**src/rtl/instr_rom_loader.sv**
```systemverilog
// Boot-time program loader: assembles a little-endian byte stream into 32-bit
// words, writes them into the instruction ROM and holds the core in reset
// until the requested number of words has been written.
module instr_rom_loader #(
    parameter int unsigned MEM_SIZE  = 8*1024,
    parameter logic [31:0] MEM_START = 32'h0000_0000,
    parameter int unsigned CNT_W     = 16
) (
    input  logic             clk_sys,
    input  logic             rst_sys,
    input  logic             start,
    input  logic [CNT_W-1:0] word_count,
    input  logic             in_valid,
    input  logic [7:0]       in_data,
    output logic             in_ready,
    output logic             rom_we,
    output logic [3:0]       rom_be,
    output logic [31:0]      rom_addr,
    output logic [31:0]      rom_wdata,
    output logic             core_rst_n,
    output logic             busy,
    output logic             done,
    output logic             err
);

    localparam logic [CNT_W-1:0] DEPTH = CNT_W'(MEM_SIZE / 4);

    typedef enum logic [1:0] {
        S_IDLE,
        S_COLLECT,
        S_WRITE,
        S_DONE
    } state_t;

    state_t           state_q, state_d;
    logic [CNT_W-1:0] count_q, count_d;
    logic [CNT_W-1:0] word_idx_q, word_idx_d;
    logic [1:0]       byte_idx_q, byte_idx_d;
    logic [31:0]      wbuf_q, wbuf_d;
    logic [31:0]      addr_q, addr_d;
    logic             err_q, err_d;

    logic             start_ok;
    logic [CNT_W-1:0] word_next;

    // State and datapath registers with synchronous reset
    always_ff @(posedge clk_sys) begin
        if (rst_sys) begin
            state_q    <= S_IDLE;
            count_q    <= '0;
            word_idx_q <= '0;
            byte_idx_q <= '0;
            wbuf_q     <= '0;
            addr_q     <= MEM_START;
            err_q      <= 1'b0;
        end else begin
            state_q    <= state_d;
            count_q    <= count_d;
            word_idx_q <= word_idx_d;
            byte_idx_q <= byte_idx_d;
            wbuf_q     <= wbuf_d;
            addr_q     <= addr_d;
            err_q      <= err_d;
        end
    end

    // Next-state logic: start validation, byte assembly, word sequencing
    always_comb begin
        state_d    = state_q;
        count_d    = count_q;
        word_idx_d = word_idx_q;
        byte_idx_d = byte_idx_q;
        wbuf_d     = wbuf_q;
        addr_d     = addr_q;
        err_d      = err_q;

        start_ok  = (word_count != '0) && (word_count <= DEPTH);
        word_next = word_idx_q + CNT_W'(1);

        case (state_q)
            S_IDLE, S_DONE: begin
                if (start) begin
                    if (start_ok) begin
                        count_d    = word_count;
                        err_d      = 1'b0;
                        word_idx_d = '0;
                        byte_idx_d = '0;
                        wbuf_d     = '0;
                        state_d    = S_COLLECT;
                    end else begin
                        err_d = 1'b1;
                    end
                end
            end
            S_COLLECT: begin
                if (in_valid) begin
                    case (byte_idx_q)
                        2'd0:    wbuf_d[7:0]   = in_data;
                        2'd1:    wbuf_d[15:8]  = in_data;
                        2'd2:    wbuf_d[23:16] = in_data;
                        default: wbuf_d[31:24] = in_data;
                    endcase
                    byte_idx_d = byte_idx_q + 2'd1;
                    if (byte_idx_q == 2'd3) begin
                        // Address is registered on entry to WRITE so it holds afterwards
                        addr_d  = MEM_START + 32'({word_idx_q, 2'b00});
                        state_d = S_WRITE;
                    end
                end
            end
            S_WRITE: begin
                word_idx_d = word_next;
                state_d    = (word_next == count_q) ? S_DONE : S_COLLECT;
            end
            default: state_d = S_IDLE;
        endcase
    end

    // Output decode from registered state
    always_comb begin
        in_ready   = (state_q == S_COLLECT);
        busy       = (state_q == S_COLLECT) || (state_q == S_WRITE);
        done       = (state_q == S_DONE);
        core_rst_n = (state_q == S_DONE);
        rom_we     = (state_q == S_WRITE);
        rom_be     = (state_q == S_WRITE) ? 4'hF : 4'h0;
        rom_wdata  = (state_q == S_WRITE) ? wbuf_q : '0;
        rom_addr   = addr_q;
        err        = err_q;
    end

endmodule

```
**config.mk**
```make
export PLATFORM = sky130hd
export DESIGN_NAME = instr_rom_loader
export DESIGN_NICKNAME = d
export VERILOG_FILES = /design/src/rtl/instr_rom_loader.sv
export SDC_FILE = /design/constraint.sdc
export NUM_CORES = 1
export LEC_CHECK = 0
export ABC_AREA = 1
export CAP_MARGIN = 15
export CORE_AREA = 3 3 76 132
export DETAILED_ROUTE_END_ITERATION = 7
export DIE_AREA = 0 0 79 135
export GPL_ROUTABILITY_DRIVEN = 0
export PLACE_DENSITY_LB_ADDON = 0.05
export SLEW_MARGIN = 30
export SYNTH_ARGS = -nofsm -noshare
export SYNTH_HDL_FRONTEND = slang
export SYNTH_SLANG_ARGS = --single-unit
```
**constraint.sdc**
```tcl
create_clock -name clk_sys -period 2.19 [get_ports clk_sys]
set_input_delay 0.219 -clock clk_sys [delete_from_list [all_inputs] [get_ports clk_sys]]
set_output_delay 0.219 -clock clk_sys [all_outputs]
set_load 0.02 [all_outputs]
```
* Word-level counts from Yosys, hierarchy flattened
Cells that the tools add are included.
Word-level totals: output and inout bits 74, logic and storage cells 71, bits in registers 85
Operators by class: $lt $le $gt $ge 1, reductions and logical operators 19, add/sub/neg operators 2, multiplexer cells 24, equal/unequal tests 15
Operator list (number):
- two-way mux 32 bit | 4
- one-hot mux 32 bit (2 select lines) | 1
- two-way mux 16 bit | 2
- two-way mux 8 bit | 4
- one-hot mux 16 bit (2 select lines) | 1
- AND reduction 5 bit | 4
- adder 16 x 1 -> 16 bit (second input constant) | 1
- == test 16 bit | 1
- less-or-equal comparator 16 x 12 -> 1 bit (second input constant) | 1
- two-way mux 2 bit | 8
- nonzero test 16 bit | 1
- AND reduction 3 bit | 3
- == test 2 bit (second input constant) | 4
- != test 2 x 1 -> 1 bit (second input constant) | 4
- != test 2 bit (second input constant) | 4
- AND reduction 4 bit | 2
- one-hot mux 2 bit (3 select lines) | 1
- == test 2 x 1 -> 1 bit (second input constant) | 2
- zero test 2 bit | 2
- two-way mux 4 bit | 1
- one-hot mux 2 bit (2 select lines) | 1
- nonzero test 2 bit | 2
- OR reduction 3 bit | 1
- adder 2 x 1 -> 2 bit (second input constant) | 1
- other kinds (5) | 5

* Logic depth before layout (Yosys ltp)
word-level depth 5, mapped depth 14

* Least setup slack after synthesis
No wires, ideal clock.
path type register to register, start point register state_q[1], end point register wbuf_q[7], clock period less this slack 1882 ps, setup time 134 ps, path buffers 2, arrival time 1748 ps, slack 308 ps, cell stages (with the launch flop) 13, path through dfxtp_1 > inv_1 > ha_1 > buf_2 > inv_1 > o22ai_1 > inv_1 > nand2_2 > nor2_4 > buf_6 > nand2_1 > nand2_1 > a21oi_1
RTL lines:
- from (decl) | RTL line 35 | state_t state_q, state_d;
- from (signal assigned) | RTL line 57 | state_q <= state_d;
- == test 2 x 1 -> 1 bit *
- via in_ready | RTL line 15 | output logic in_ready,
- != test 2 x 1 -> 1 bit (no source line), or another cell as far along
- AND reduction 5 bit (no source line)
- to (signal assigned) | RTL line 61 | wbuf_q <= wbuf_d;
- to (decl) | RTL line 39 | logic [31:0] wbuf_q, wbuf_d;
The timed path passes the listed nets; every way through them passes the cells marked *. A chain may end at the register's enable or synchronous reset.

* Worst setup path in the final report
start point register state_q[0], end point output port rom_wdata[0]
Between the ends: word-level cells in the longest chain between the ends 2
RTL lines:
- == test 2 bit | RTL line 127 | rom_wdata = (state_q == S_WRITE) ? wbuf_q : '0;
- two-way mux 32 bit | RTL line 127
- to (decl) | RTL line 19 | output logic [31:0] rom_wdata,
No other way between the ends.

==> flow_metrics.env <==
export IMPL_synthDistinctLibCells=34
export IMPL_hpwl_mm=9.14
export IMPL_grt_pass1_wl_mm=19.6
export IMPL_max_freq_ghz=0.478
export IMPL_slew_headroom=0.625
export IMPL_cts_buffers=9
export IMPL_insertion_delay_ns=0.33
export IMPL_firstDrtPassIters=5
export IMPL_synthCells=675
export IMPL_synth_most_common_cell="nand2_1"
export IMPL_synth_area_mm2=0.00459
export IMPL_maxCapViolations=0
export IMPL_routed_wl_met2_mm=6.79
export IMPL_antenna_left=0
export IMPL_io_pin_count=102
export IMPL_synth_edff_count=0
export IMPL_die_w_um=79
export IMPL_synth_ff_type="dfxtp_1"
export IMPL_status="finished, final reports clean"
export IMPL_grt_max_degree=44
export IMPL_via_count=4441
export IMPL_synthTopCellsByArea="dfxtp_1 (37%), nand2_1 (12%), a21oi_1 (9.1%), inv_1 (8.3%), nand3_1 (6.1%)"
export IMPL_start_kind="flop"
export IMPL_hold_buffers=0
export IMPL_clkTransAtPathRegs_ns=0.06
export IMPL_cp_max_fo=25
export IMPL_clock_path_buffers=2
export IMPL_hold_path_class="reg -> reg"
export IMPL_finalNetCount=791
export IMPL_yosysSeqAreaShare=0.371
export IMPL_ys_ff_latch=85
export IMPL_first_global_vias=4305
export IMPL_die_h_um=135
export IMPL_rows=46
export IMPL_antenna_found_initial=0
export IMPL_synth_top_area_share=0.371
export IMPL_arrival_ns=1.87
export IMPL_core_mm2=0.00909
export IMPL_wl_met3_um=546
export IMPL_wl_met1_mm=4.44
export IMPL_cts_tree="done"
export IMPL_track_usage=0.230
export IMPL_antenna_cells=0
export IMPL_drc=0
export IMPL_finalSetupViolations=0
export IMPL_viasPerCell=5.06
export IMPL_final_core_util=0.643
export IMPL_required_ns=1.97
export IMPL_synth_common_cells="nand2_1 (149), inv_1 (101), dfxtp_1 (85)"
export IMPL_ys_warn_count=0
export IMPL_fin_crit_ns=2.09
export IMPL_io_buffers=85
export IMPL_hold_slack_ns=0.442
export IMPL_layout_drive_gt1_share=0.0778
export IMPL_start_util=0.504
export IMPL_drv_slew=0
export IMPL_skew_ns=0.00982
export IMPL_drt_iter0_drc=253
export IMPL_critical_path_class="reg -> out"
export IMPL_area_growth_syn_to_layout_pct=27.6
export IMPL_cts_htree_levels=3
export IMPL_yosysTopAreaCell="dfxtp_1"
export IMPL_async_reset_ff_frac=0
export IMPL_worst_ir_drop_vdd_mv=0.384
export IMPL_hold_viol=0
export IMPL_die_area_mm2=0.0107
export IMPL_setup_worst_path_end_class="output port"
export IMPL_grt_setup_unrepaired="no"
export IMPL_clock_sinks=85
export IMPL_avgSynthCellArea_um2=6.79
export IMPL_avgRoutedWirePerCell_um=13.7
export IMPL_top_layer="met4"
export IMPL_p_leak_nw=2.55
export IMPL_power_density_mw_per_mm2=574
export IMPL_root_buffer="clkbuf_16"
export IMPL_worst_slew_pin_slew_ns=0.559
export IMPL_drt_total_wl_mm=12.0
export IMPL_grt_ovfl_total=0
export IMPL_period_share=0.955
timing repair:
item | CTS | global route
resized for setup | 2 | 11
pin swaps | 1 | 0
buffers inserted | 4 | 0
endpoints found under the setup margin | 26 | 8
stage by stage:
step | total power [mW] | std cells | setup WS, ns | setup TNS, ns | cell area (µm²)
3_5_place_dp | 1.82 | 858 | -0.0726 | -1.01 | 5480
5_1_grt | 3.46 | 878 | 0.000692 | 0 | 5850
3_3_place_gp | 1.81 | 858 | -0.0178 | -0.0222 | 5480
2_1_floorplan | 1.74 | 690 | 0.308 | 0 | 4640
6_report | 3.36 | 878 | 0.0996 | 0 | 5850
4_1_cts | 3.37 | 878 | 0.0773 | 0 | 5830
sequential cells by signal, indices dropped and copies added, names as in the netlist:
signal and flops:
word_idx_q 16, state_q 2, byte_idx_q 2, rom_addr 16, err 1, count_q 16, wbuf_q 32
power breakdown:
group,internal (mW),switching [mW]
Combinational,0.0845,0.135
Sequential,1.56,0.00969
Clock,0.946,0.631
Total,2.59,0.775
logic make-up (layout without fill, tap and decap cells):
logic type,Yosys count,in the layout,share of synthesized area
other cells,1,16,0.000818
simple gates,282,282,0.279
xor+xnor,4,4,0.0106
fa+ha+maj,10,10,0.0273
buf+inv,157,225,0.159
flops,85,85,0.371
compound gates,136,136,0.152
final timing paths:
check,endpoint,depth (start not counted),slack (ns),from
worst max register to register,state_q[1]$_SDFFE_PP0P_,12,0.20,word_idx_q[10]$_SDFFE_PP0P_
worst min-delay path,rom_addr[7]$_SDFFE_PP0P_,2,0.44,rom_addr[7]$_SDFFE_PP0P_
worst min register to register,rom_addr[7]$_SDFFE_PP0P_,2,0.44,rom_addr[7]$_SDFFE_PP0P_
worst max-delay path,rom_wdata[0],6,0.1,state_q[0]$_SDFFE_PP0P_
worst max-delay path, cell delays in order (launching register included):
cell,delay (ns)
dfxtp_1,0.34
inv_1,0.13
ha_4,0.18
buf_12,0.16
nand2_1,0.07
inv_1,0.05
clkdlybuf4s50_1,0.59
metal layers:
| metal | GRT usage | vias up |
|---|---|---|
| met4 | 0.0793 | 0 |
| met1 | 0.230 | 1994 |
| met5 | 0 | - |
| met3 | 0.0467 | 15 |
| met2 | 0.453 | 129 |
| li1 | - | 2303 |
area by class of cell:
type,instances,area [µm²]
Clock buffer,11,253
Clock inverter,5,58.8
Fill cell,883,3240
Inverter,102,384
Multi-Input combinational cell,448,2230
Sequential cell,85,1700
Tap cell,120,150
Timing Repair Buffer,107,1070
cells in the final DEF (no fill, tap or decap), types with 2 or more instances in the layout:
cell type        Yosys  routed
a21oi_1             83      83
buf_12               0       3
clkbuf_16            0       9
clkinvlp_4           0       2
nand3_1             56      56
nand4_1             34      34
nand2_1            149     149
conb_1               1      16
dlymetal6s2s_1       0       7
o21ai_1              5       5
nor2_4               5       5
nand2_2              4       4
xnor2_1              2       2
dfxtp_2              0       2
nor2_1              30      29
ha_1                10       8
inv_1              101     101
dfxtp_1             85      83
clkdlybuf4s50_1      0      77
clkinv_2             1       2
o21ai_0             42      42
clkbuf_8             0       2
buf_4               22      19
nor2_2               1       2
(Power assumes the default switching activity.)
